[src/rtl/video_timing_ctrl.sv]
// video_timing_ctrl
//   Raster scheduler for the TMDS channel encoders. The horizontal and
//   vertical position counters advance once per accepted pixel strobe.
//   Every output is registered and is loaded from the decode of the
//   current position on the same strobe that advances the counters, so
//   outputs follow a strobe by one clock. Start and stop are aligned to
//   frame boundaries, so the link only ever carries whole frames.
//
// Ports
//   clk_i      clock
//   rst_i      asynchronous active-high reset
//   rdy_i      pixel strobe; one raster position is consumed per cycle with rdy_i=1
//   en_i       run request; only sampled on strobes
//   de_o       data enable for the emitted position
//   hsync_o    horizontal sync, active level SYNC_POL
//   vsync_o    vertical sync, active level SYNC_POL, asserted for whole lines
//   x_o, y_o   emitted position
//   sof_o      emitted position is (0,0)
//   eol_o      emitted position is the last pixel of a line
//   running_o  controller is in RUN or STOP_PEND
module video_timing_ctrl #(
  parameter int H_ACTIVE = 640,
  parameter int H_FRONT  = 16,
  parameter int H_SYNC   = 96,
  parameter int H_BACK   = 48,
  parameter int V_ACTIVE = 480,
  parameter int V_FRONT  = 10,
  parameter int V_SYNC   = 2,
  parameter int V_BACK   = 33,
  parameter bit SYNC_POL = 1'b0,
  parameter int CNT_W    = 11
) (
  input  logic             clk_i,
  input  logic             rst_i,
  input  logic             rdy_i,
  input  logic             en_i,
  output logic             de_o,
  output logic             hsync_o,
  output logic             vsync_o,
  output logic [CNT_W-1:0] x_o,
  output logic [CNT_W-1:0] y_o,
  output logic             sof_o,
  output logic             eol_o,
  output logic             running_o
);

  localparam int H_TOTAL = H_ACTIVE + H_FRONT + H_SYNC + H_BACK;
  localparam int V_TOTAL = V_ACTIVE + V_FRONT + V_SYNC + V_BACK;

  localparam logic [CNT_W-1:0] H_ACT_C  = CNT_W'(H_ACTIVE);
  localparam logic [CNT_W-1:0] HS_START = CNT_W'(H_ACTIVE + H_FRONT);
  localparam logic [CNT_W-1:0] HS_END   = CNT_W'(H_ACTIVE + H_FRONT + H_SYNC);
  localparam logic [CNT_W-1:0] H_LAST   = CNT_W'(H_TOTAL - 1);
  localparam logic [CNT_W-1:0] V_ACT_C  = CNT_W'(V_ACTIVE);
  localparam logic [CNT_W-1:0] VS_START = CNT_W'(V_ACTIVE + V_FRONT);
  localparam logic [CNT_W-1:0] VS_END   = CNT_W'(V_ACTIVE + V_FRONT + V_SYNC);
  localparam logic [CNT_W-1:0] V_LAST   = CNT_W'(V_TOTAL - 1);
  localparam logic [CNT_W-1:0] CNT_ONE  = CNT_W'(1);
  localparam logic             SYNC_IDLE = ~SYNC_POL;

  typedef enum logic [1:0] {
    ST_IDLE      = 2'd0,
    ST_RUN       = 2'd1,
    ST_STOP_PEND = 2'd2
  } state_t;

  state_t           state_q, state_d;
  logic [CNT_W-1:0] hcnt_q, hcnt_d;
  logic [CNT_W-1:0] vcnt_q, vcnt_d;

  logic             de_q, de_d;
  logic             hsync_q, hsync_d;
  logic             vsync_q, vsync_d;
  logic [CNT_W-1:0] x_q, x_d;
  logic [CNT_W-1:0] y_q, y_d;
  logic             sof_q, sof_d;
  logic             eol_q, eol_d;
  logic             running_q, running_d;

  // Decode of the current counter position
  logic pos_de, pos_hs_act, pos_vs_act, pos_sof, pos_eol;
  logic h_last, v_last;
  logic load_pos, load_idle;

  always_comb begin
    pos_de     = (hcnt_q < H_ACT_C) && (vcnt_q < V_ACT_C);
    pos_hs_act = (hcnt_q >= HS_START) && (hcnt_q < HS_END);
    pos_vs_act = (vcnt_q >= VS_START) && (vcnt_q < VS_END);
    pos_sof    = (hcnt_q == '0) && (vcnt_q == '0);
    pos_eol    = (hcnt_q == H_LAST);
    h_last     = (hcnt_q == H_LAST);
    v_last     = (vcnt_q == V_LAST);
  end

  // Next state, counters and load selects
  always_comb begin
    state_d   = state_q;
    hcnt_d    = hcnt_q;
    vcnt_d    = vcnt_q;
    load_pos  = 1'b0;
    load_idle = 1'b0;

    if (rdy_i) begin
      case (state_q)
        ST_IDLE: begin
          // Counters sit at (0,0) here, so a start emits the frame origin.
          if (en_i) begin
            load_pos = 1'b1;
            state_d  = ST_RUN;
          end
        end
        ST_RUN: begin
          load_pos = 1'b1;
          state_d  = en_i ? ST_RUN : ST_STOP_PEND;
        end
        ST_STOP_PEND: begin
          // Counters at the origin while stop is pending can only mean the
          // last position of the frame has already gone out: drop to idle
          // instead of starting another frame.
          if (pos_sof) begin
            load_idle = 1'b1;
            state_d   = ST_IDLE;
          end else begin
            load_pos = 1'b1;
            state_d  = en_i ? ST_RUN : ST_STOP_PEND;
          end
        end
        default: begin
          load_idle = 1'b1;
          state_d   = ST_IDLE;
        end
      endcase
    end

    if (load_pos) begin
      if (h_last) begin
        hcnt_d = '0;
        vcnt_d = v_last ? '0 : (vcnt_q + CNT_ONE);
      end else begin
        hcnt_d = hcnt_q + CNT_ONE;
      end
    end else if (load_idle) begin
      hcnt_d = '0;
      vcnt_d = '0;
    end
  end

  // Output next values: hold unless a strobe loads a position or idle values
  always_comb begin
    de_d      = de_q;
    hsync_d   = hsync_q;
    vsync_d   = vsync_q;
    x_d       = x_q;
    y_d       = y_q;
    sof_d     = sof_q;
    eol_d     = eol_q;
    running_d = running_q;

    if (load_pos) begin
      de_d      = pos_de;
      hsync_d   = pos_hs_act ? SYNC_POL : SYNC_IDLE;
      vsync_d   = pos_vs_act ? SYNC_POL : SYNC_IDLE;
      x_d       = hcnt_q;
      y_d       = vcnt_q;
      sof_d     = pos_sof;
      eol_d     = pos_eol;
      running_d = 1'b1;
    end else if (load_idle) begin
      de_d      = 1'b0;
      hsync_d   = SYNC_IDLE;
      vsync_d   = SYNC_IDLE;
      x_d       = '0;
      y_d       = '0;
      sof_d     = 1'b0;
      eol_d     = 1'b0;
      running_d = 1'b0;
    end
  end

  always_ff @(posedge clk_i or posedge rst_i) begin
    if (rst_i) begin
      state_q   <= ST_IDLE;
      hcnt_q    <= '0;
      vcnt_q    <= '0;
      de_q      <= 1'b0;
      hsync_q   <= SYNC_IDLE;
      vsync_q   <= SYNC_IDLE;
      x_q       <= '0;
      y_q       <= '0;
      sof_q     <= 1'b0;
      eol_q     <= 1'b0;
      running_q <= 1'b0;
    end else begin
      state_q   <= state_d;
      hcnt_q    <= hcnt_d;
      vcnt_q    <= vcnt_d;
      de_q      <= de_d;
      hsync_q   <= hsync_d;
      vsync_q   <= vsync_d;
      x_q       <= x_d;
      y_q       <= y_d;
      sof_q     <= sof_d;
      eol_q     <= eol_d;
      running_q <= running_d;
    end
  end

  assign de_o      = de_q;
  assign hsync_o   = hsync_q;
  assign vsync_o   = vsync_q;
  assign x_o       = x_q;
  assign y_o       = y_q;
  assign sof_o     = sof_q;
  assign eol_o     = eol_q;
  assign running_o = running_q;

endmodule

[config.mk]
export PLATFORM = sky130hd
export DESIGN_NAME = video_timing_ctrl
export DESIGN_NICKNAME = d
export VERILOG_FILES = /design/src/rtl/video_timing_ctrl.sv
export SDC_FILE = /design/constraint.sdc
export NUM_CORES = 1
export LEC_CHECK = 0
export ABC_AREA = 1
export BUFFER_PORTS_ARGS = -buffer_cell sky130_fd_sc_hd__buf_2
export CORE_ASPECT_RATIO = 0.5
export CORE_MARGIN = 5
export CORE_UTILIZATION = 30
export DETAILED_ROUTE_END_ITERATION = 8
export SYNTH_ARGS = -nofsm -noshare
export SYNTH_HDL_FRONTEND = slang
export SYNTH_SLANG_ARGS = --single-unit
[constraint.sdc]
create_clock -name clk_i -period 2.2 [get_ports clk_i]
set_clock_uncertainty 0.1 [all_clocks]
set_input_delay 0.44 -clock clk_i [delete_from_list [all_inputs] [get_ports clk_i]]
set_output_delay 0.44 -clock clk_i [all_outputs]
set_load 0.03 [all_outputs]
# Yosys cells after proc, flatten, opt, wreduce, memory -nomap -nowiden
# Index checks and enable logic that the tools add are counted.
[word_totals] register_bits=52 latch_bits=0 mem_bits_rw=0 mem_bits_ro=0 inputBits=4 output_inout_bits=28 wordCells=65 mem_count=0
[classes] add_sub_neg=2 multipliers=0 div=0 order_cmp=6 n_eq_ne=6 shifts=0 mux=29 bitwise=0 reduce_logical=11
[op_table] op="11-bit 2-to-1 mux" n=8
[op_table] op="11-bit by 1-bit adder with 11-bit output, second input constant" n=2
[op_table] op="11-bit by 10-bit == test with 1-bit output, second input constant" n=2
[op_table] op="11-bit logical NOT" n=2
[op_table] op="11-bit by 10-bit < comparator with 1-bit output, second input constant" n=2
[op_table] op="11-bit by 9-bit < comparator with 1-bit output, second input constant" n=2
[op_table] op="1-bit 2-to-1 mux" n=15
[op_table] op="11-bit by 10-bit >= comparator with 1-bit output, second input constant" n=1
[op_table] op="11-bit by 9-bit >= comparator with 1-bit output, second input constant" n=1
[op_table] op="2-bit 2-to-1 mux" n=3
[op_table] op="2-bit case mux with 3 select lines" n=1
[op_table] op="1-bit logical AND" n=4
[op_table] op="2-bit != test, second input constant" n=2
[op_table] op="2-bit AND reduction" n=2
[op_table] op="1-bit case mux with 3 select lines" n=1
[op_table] op="2-bit by 1-bit == test with 1-bit output, second input constant" n=1
[op_table] op="2-bit == test, second input constant" n=1
[op_table] op="2-bit logical NOT" n=1
[op_table] op="1-bit case mux with 2 select lines" n=1
[op_table] op="2-bit nonzero test" n=1
[op_table] op="2-bit OR reduction" n=1

# Logic depth before layout (Yosys ltp)
[logic_depth] ltp_word=7 ltp_mapped=15 mapped_depth_nobuf=13

# Least setup slack after synthesis
# OpenSTA, ideal clock, no wires.
[synth_path] path_type="register -> register" startpoint="register vcnt_q[1]" endpoint="register vcnt_q[2]" setup_time_ns=0.117 arrival_ns=1.508 required_ns=1.983 path_slack_ns=0.476 path_stages_with_launch=16 n_path_buf=2 synth_period_minus_slack_ns=1.724 path_cell_list="dfrtp_1 > inv_1 > ha_1 > nand2_1 > inv_1 > nand2_1 > nor2_1 > nand3_2 > nand2_2 > nand2_4 > nand2_4 > buf_8 > buf_8 > nor2_1 > nand2_1 > nand2_1"
[synth_between] elab_chain_cells=7 word_cells_on_any_way=16 classes_between="1 x add/sub; 2 x eq/ne; 9 x mux; 4 x reduce/logical"
[synth_rtl] element="from (decl)" line="69" text="logic [CNT_W-1:0] vcnt_q, vcnt_d;"
[synth_rtl] element="from (signal assigned)" line="196" text="vcnt_q <= vcnt_d;"
[synth_rtl] element="11-bit logical NOT" line="89" text="pos_sof = (hcnt_q == '0) && (vcnt_q == '0);"
[synth_rtl] element="1-bit logical AND" line="89"
[synth_rtl] element="1-bit 2-to-1 mux" line="120" text="if (pos_sof) begin"
[synth_rtl] element="1-bit case mux with 3 select lines or 1-bit case mux with 2 select lines (tied branches)" line="104" text="case (state_q)"
[synth_rtl] element="1-bit 2-to-1 mux" line="103" text="if (rdy_i) begin"
[synth_rtl] element="2-bit != test (no source line) or 2-bit nonzero test (tied branches)"
[synth_rtl] element="2-bit AND reduction (no source line)"
# Parallel ways exist; a longest one is shown, timed or not. The select of a mux whose other input is x is not followed.
# A chain may end at the register's enable or synchronous reset.

# Worst setup path after layout
[layout_path] startpoint="register vcnt_q[1]" endpoint="register x_q[6], in the netlist x_o[6]"
[layout_between] elab_chain_cells=6 word_cells_on_any_way=10 classes_between="7 x mux; 3 x reduce/logical"
[layout_rtl] element="11-bit logical NOT *" line="89"
[layout_rtl] element="1-bit logical AND *" line="89"
[layout_rtl] element="1-bit 2-to-1 mux" line="120"
[layout_rtl] element="1-bit case mux with 3 select lines or 1-bit case mux with 2 select lines (tied branches)" line="104"
[layout_rtl] element="1-bit 2-to-1 mux" line="103"
[layout_rtl] element="11-bit 2-to-1 mux or 2-bit nonzero test (tied branches)"
[layout_rtl] element="to (signal assigned)" line="188" text="x_q <= '0;"
[layout_rtl] element="to (signal assigned)" line="200" text="x_q <= x_d;"
[layout_rtl] element="to (decl)" line="74" text="logic [CNT_W-1:0] x_q, x_d;"
# Mark *: on every way between the ends. The rest lies on a longest branch, timed or not.

==> flow_summary.toml <==
[setup_path]
crit_path_end = "x_o[6]"
crit_path_start = "vcnt_q[1]"
reg2reg_to = "x_o[6]"
required_ns = 2.26
crit_chain = "inv_1, ha_1, nand2_1, inv_1, nand2_1, nor2_1, nand3_2, nand2_2, nand2_4, nand2_4, buf_4, o21ai_0"
cp.arrival_ns = 2.08
cpPeakStageDelay_ns = 0.41
cp_num_buf_inv = 3
cpMaxStageDelayCell = "dfrtp_1"
cp.depth = 12
rr_startpoint = "vcnt_q[1]"
path_class = "reg -> reg"
path_max_fanout = 20
cp-end-kind = "flop"
ff2ff_path_depth = 12
start_kind = "flop"
crit_family = "simple AND/OR/NAND/NOR gates"
reg2reg_slack_ns = 0.18

[synthesis]
synthCells = 320
yosys_warnings = 0
synth_area_per_cell_um2 = 8.203
synth_top_family_by_area = "simple AND/OR/NAND/NOR gates"
synth-xor-area-share_pct = 2.336
synth_area_mm2 = 0.002625
synthFlopType = "dfrtp_1"
ys_async_sr_fraction_pct = 100.0
yosys.area_share.simple_pct = 28.65
ys_seq_area_share_pct = 49.67
synth_seq_cells = 52
synth_edf_count = 0
synth.distinct_cells = 33
synthAdderAreaFrac_pct = 1.907
synth.mux.area_fraction_pct = 0
synth_compound_area_share_pct = 9.771
syn-num-nets = 328

[timing]
setup_viol = 0
period_needed_ns = 2.019
hold_violations = 0
hold_slack_ns = 0.01921
max-slew-margin-rel_pct = 73.09
tightest_slew_ns = 0.4015
slew_violations = 0
fin_crit_sh_pct = 91.79
tns_ns = 0
setup_ws_ns = 0.1806
rsz0062_at_grt = "true"
timing.fmax_mhz = 495.2

[placement]
port_buffers = 31
place_inst = 467
dp_worst_setup_slack_ns = 0.1838
place.gp.congestion = 0.7900
place_area_mm2 = 0.002933
hpwl_um = 4405

[grt]
grt_max_degree = 27
grt_overflow_total = 0
antenna_found_initial = 0
grt_pass1_wl_um = 10740
grt_usage_pct = 11.91
first_global_vias = 2206

[routing]
post_drt_wl_per_cell_um = 12.65
drt-total-wl_um = 6008
ant_nets = 0
highest_layer = "met4"
num_vias = 2216
viasPerCell = 4.665
drtIter0Drc = 163
wl_met2_um = 2897
wl_met1_um = 2907
wl_met3_um = 138
drt_pass1_iterations = 4
drc = 0

[die]
die_h_um = 76.15
rows = 24
fp.dieArea_mm2 = 0.01083
io-pin-count = 32
start_util_pct = 30.46
dieWidth_um = 142.3
design.core.area_mm2 = 0.008618

[power_and_ir_drop]
swShare_pct = 36.40
p_total_mw = 3.146
p_leak_nw = 1.505
power_switching_mw = 1.145
p_clk_share_pct = 27.4
seq_power_share_pct = 41.7
power_density_mw_per_mm2 = 1016
internal-power_mw = 2.001
pwr-share-comb_pct = 30.9
peakVddDrop_mv = 0.3093

[final_layout]
syn_to_final_growth_pct = 17.97
drive_gt1_share_pct = 17.88
final_util_pct = 35.93
instances_no_fill = 475
fillers = 884
nets = 365
final_cell_area_mm2 = 0.003097
diodes = 0

[cts]
ctsResizeCount = 0
worstSkewPairLatency_ns = 0.28
cts_tree = "done"
postCtsSetupBuffers = 0
cts.sinks = 52
clockRootBuffer = "clkbuf_16"
cts_hold_buffers = 0
htree_levels = 2
clk_path_buf_depth = 2
cts-buffers-inserted = 5
clk_transition_reported_paths_ns = 0.06

[hold_path]
hp-class = "in -> async"

[run]
drv_cap = 0

[run_status]
status = "finished, final reports clean"
[worst reg2reg max path, delay by kind of cell, from the launching register on]
family          cells  cell delay [ns]
fa+ha+maj           1             0.21
simple gates        7             0.68
compound gates      1             0.09
buf+inv             3             0.42
flops               1             0.41
[flip-flops by register name (all words and copies together) (netlist names)]
name	count
de_o	1
eol_o	1
hcnt_q	11
hsync_o	1
running_o	1
sof_o	1
state_q	2
vcnt_q	11
vsync_o	1
x_o	11
y_o	11
[synth_stat cells, types with 3 or more instances]
cell type  count  share of area (%)
inv_1         30                4.3
nand3b_1       4                1.1
nand3_1       28                5.3
xor2_1         6                2.0
o21ai_0       26                5.0
clkbuf_1       4               0.57
o21ai_1        4               0.76
nor2_2         3               0.72
nor2_1        29                4.1
o22ai_1       12                2.9
ha_1           4                1.9
nand4_1        5                1.2
nand2_1       88                 13
dfrtp_1       50                 48
[power by group through the flow]
| stage | registers (mW) | logic, mW | clock network, mW |
|---|---|---|---|
| 5_1_grt | 1.34 | 1.09 | 0.930 |
| 2_1_floorplan | 1.50 | 0.530 | 0 |
| 4_1_cts | 1.31 | 0.989 | 0.880 |
| 3_3_place_gp | 1.32 | 0.975 | 0 |
| 6_report | 1.31 | 0.973 | 0.862 |
| 3_5_place_dp | 1.33 | 0.982 | 0 |
[area by class of cell]
type / instances / area [um^2] / area share [%]
flip-flops and latches: 52 / 1304 / 42.10
clock buffers: 6 / 128.9 / 4.162
multi-input cells: 225 / 1120 / 36.16
inverters: 32 / 120.1 / 3.879
well taps: 117 / 146.4 / 4.727
repair buffers: 41 / 242.7 / 7.838
clock inverters: 2 / 35.03 / 1.131
[per-layer routing]
metal	vias to the layer above	GRT usage, %
met5	-	0
met4	0	3.131
met3	5	2.069
met2	22	19.99
met1	1078	15.89
li1	1111	-
[cell usage in the layout (no fill, tap or decap)]
cell       count
nand2_1       88
dfrtp_1       50
buf_2         31
inv_1         29
nor2_1        29
nand3_1       28
o21ai_0       26
o22ai_1       12
buf_4          9
xor2_1         6
nand4_1        5
clkbuf_16      5
nand3b_1       4
o21ai_1        4
ha_1           4
inv_2          3
nor2_2         3
nand3_2        2
nand2_4        2
nor3_1         2
dfstp_2        2
nor2_4         1
nand2_2        1
o21ai_2        1
nor4_1         1
nor3_2         1
a31oi_1        1
o21bai_1       1
o2111ai_1      1
xnor2_1        1
or2_0          1
clkbuf_1       1
clkinv_2       1
bufinv_16      1
buf_12         1
[worst min path at each step]
stage                     depth (start not counted)  slack (ns)   endpoint  startpoint
final                                             2        0.02     y_o[4]       rst_i
after global routing                              2        0.06     y_o[8]       rst_i
after CTS                                         2        0.03     y_o[8]       rst_i
after detailed placement                          2        0.33     y_o[8]       rst_i
after global placement                            2        0.33     y_o[8]       rst_i
after floorplan                                   2        0.42  vcnt_q[7]   vcnt_q[7]
[kinds of logic (layout without fill, tap and decap cells)]
| family | after synthesis | in the layout |
|---|---|---|
| AO/OA/AOI/OAI | 46 | 46 |
| XOR/XNOR | 7 | 7 |
| adder cells (fa/ha/maj) | 4 | 4 |
| buffers and inverters | 43 | 81 |
| flip-flops | 52 | 52 |
| AND/OR/NAND/NOR | 168 | 168 |
No activity file was read; power rests on OpenSTA's default activity.
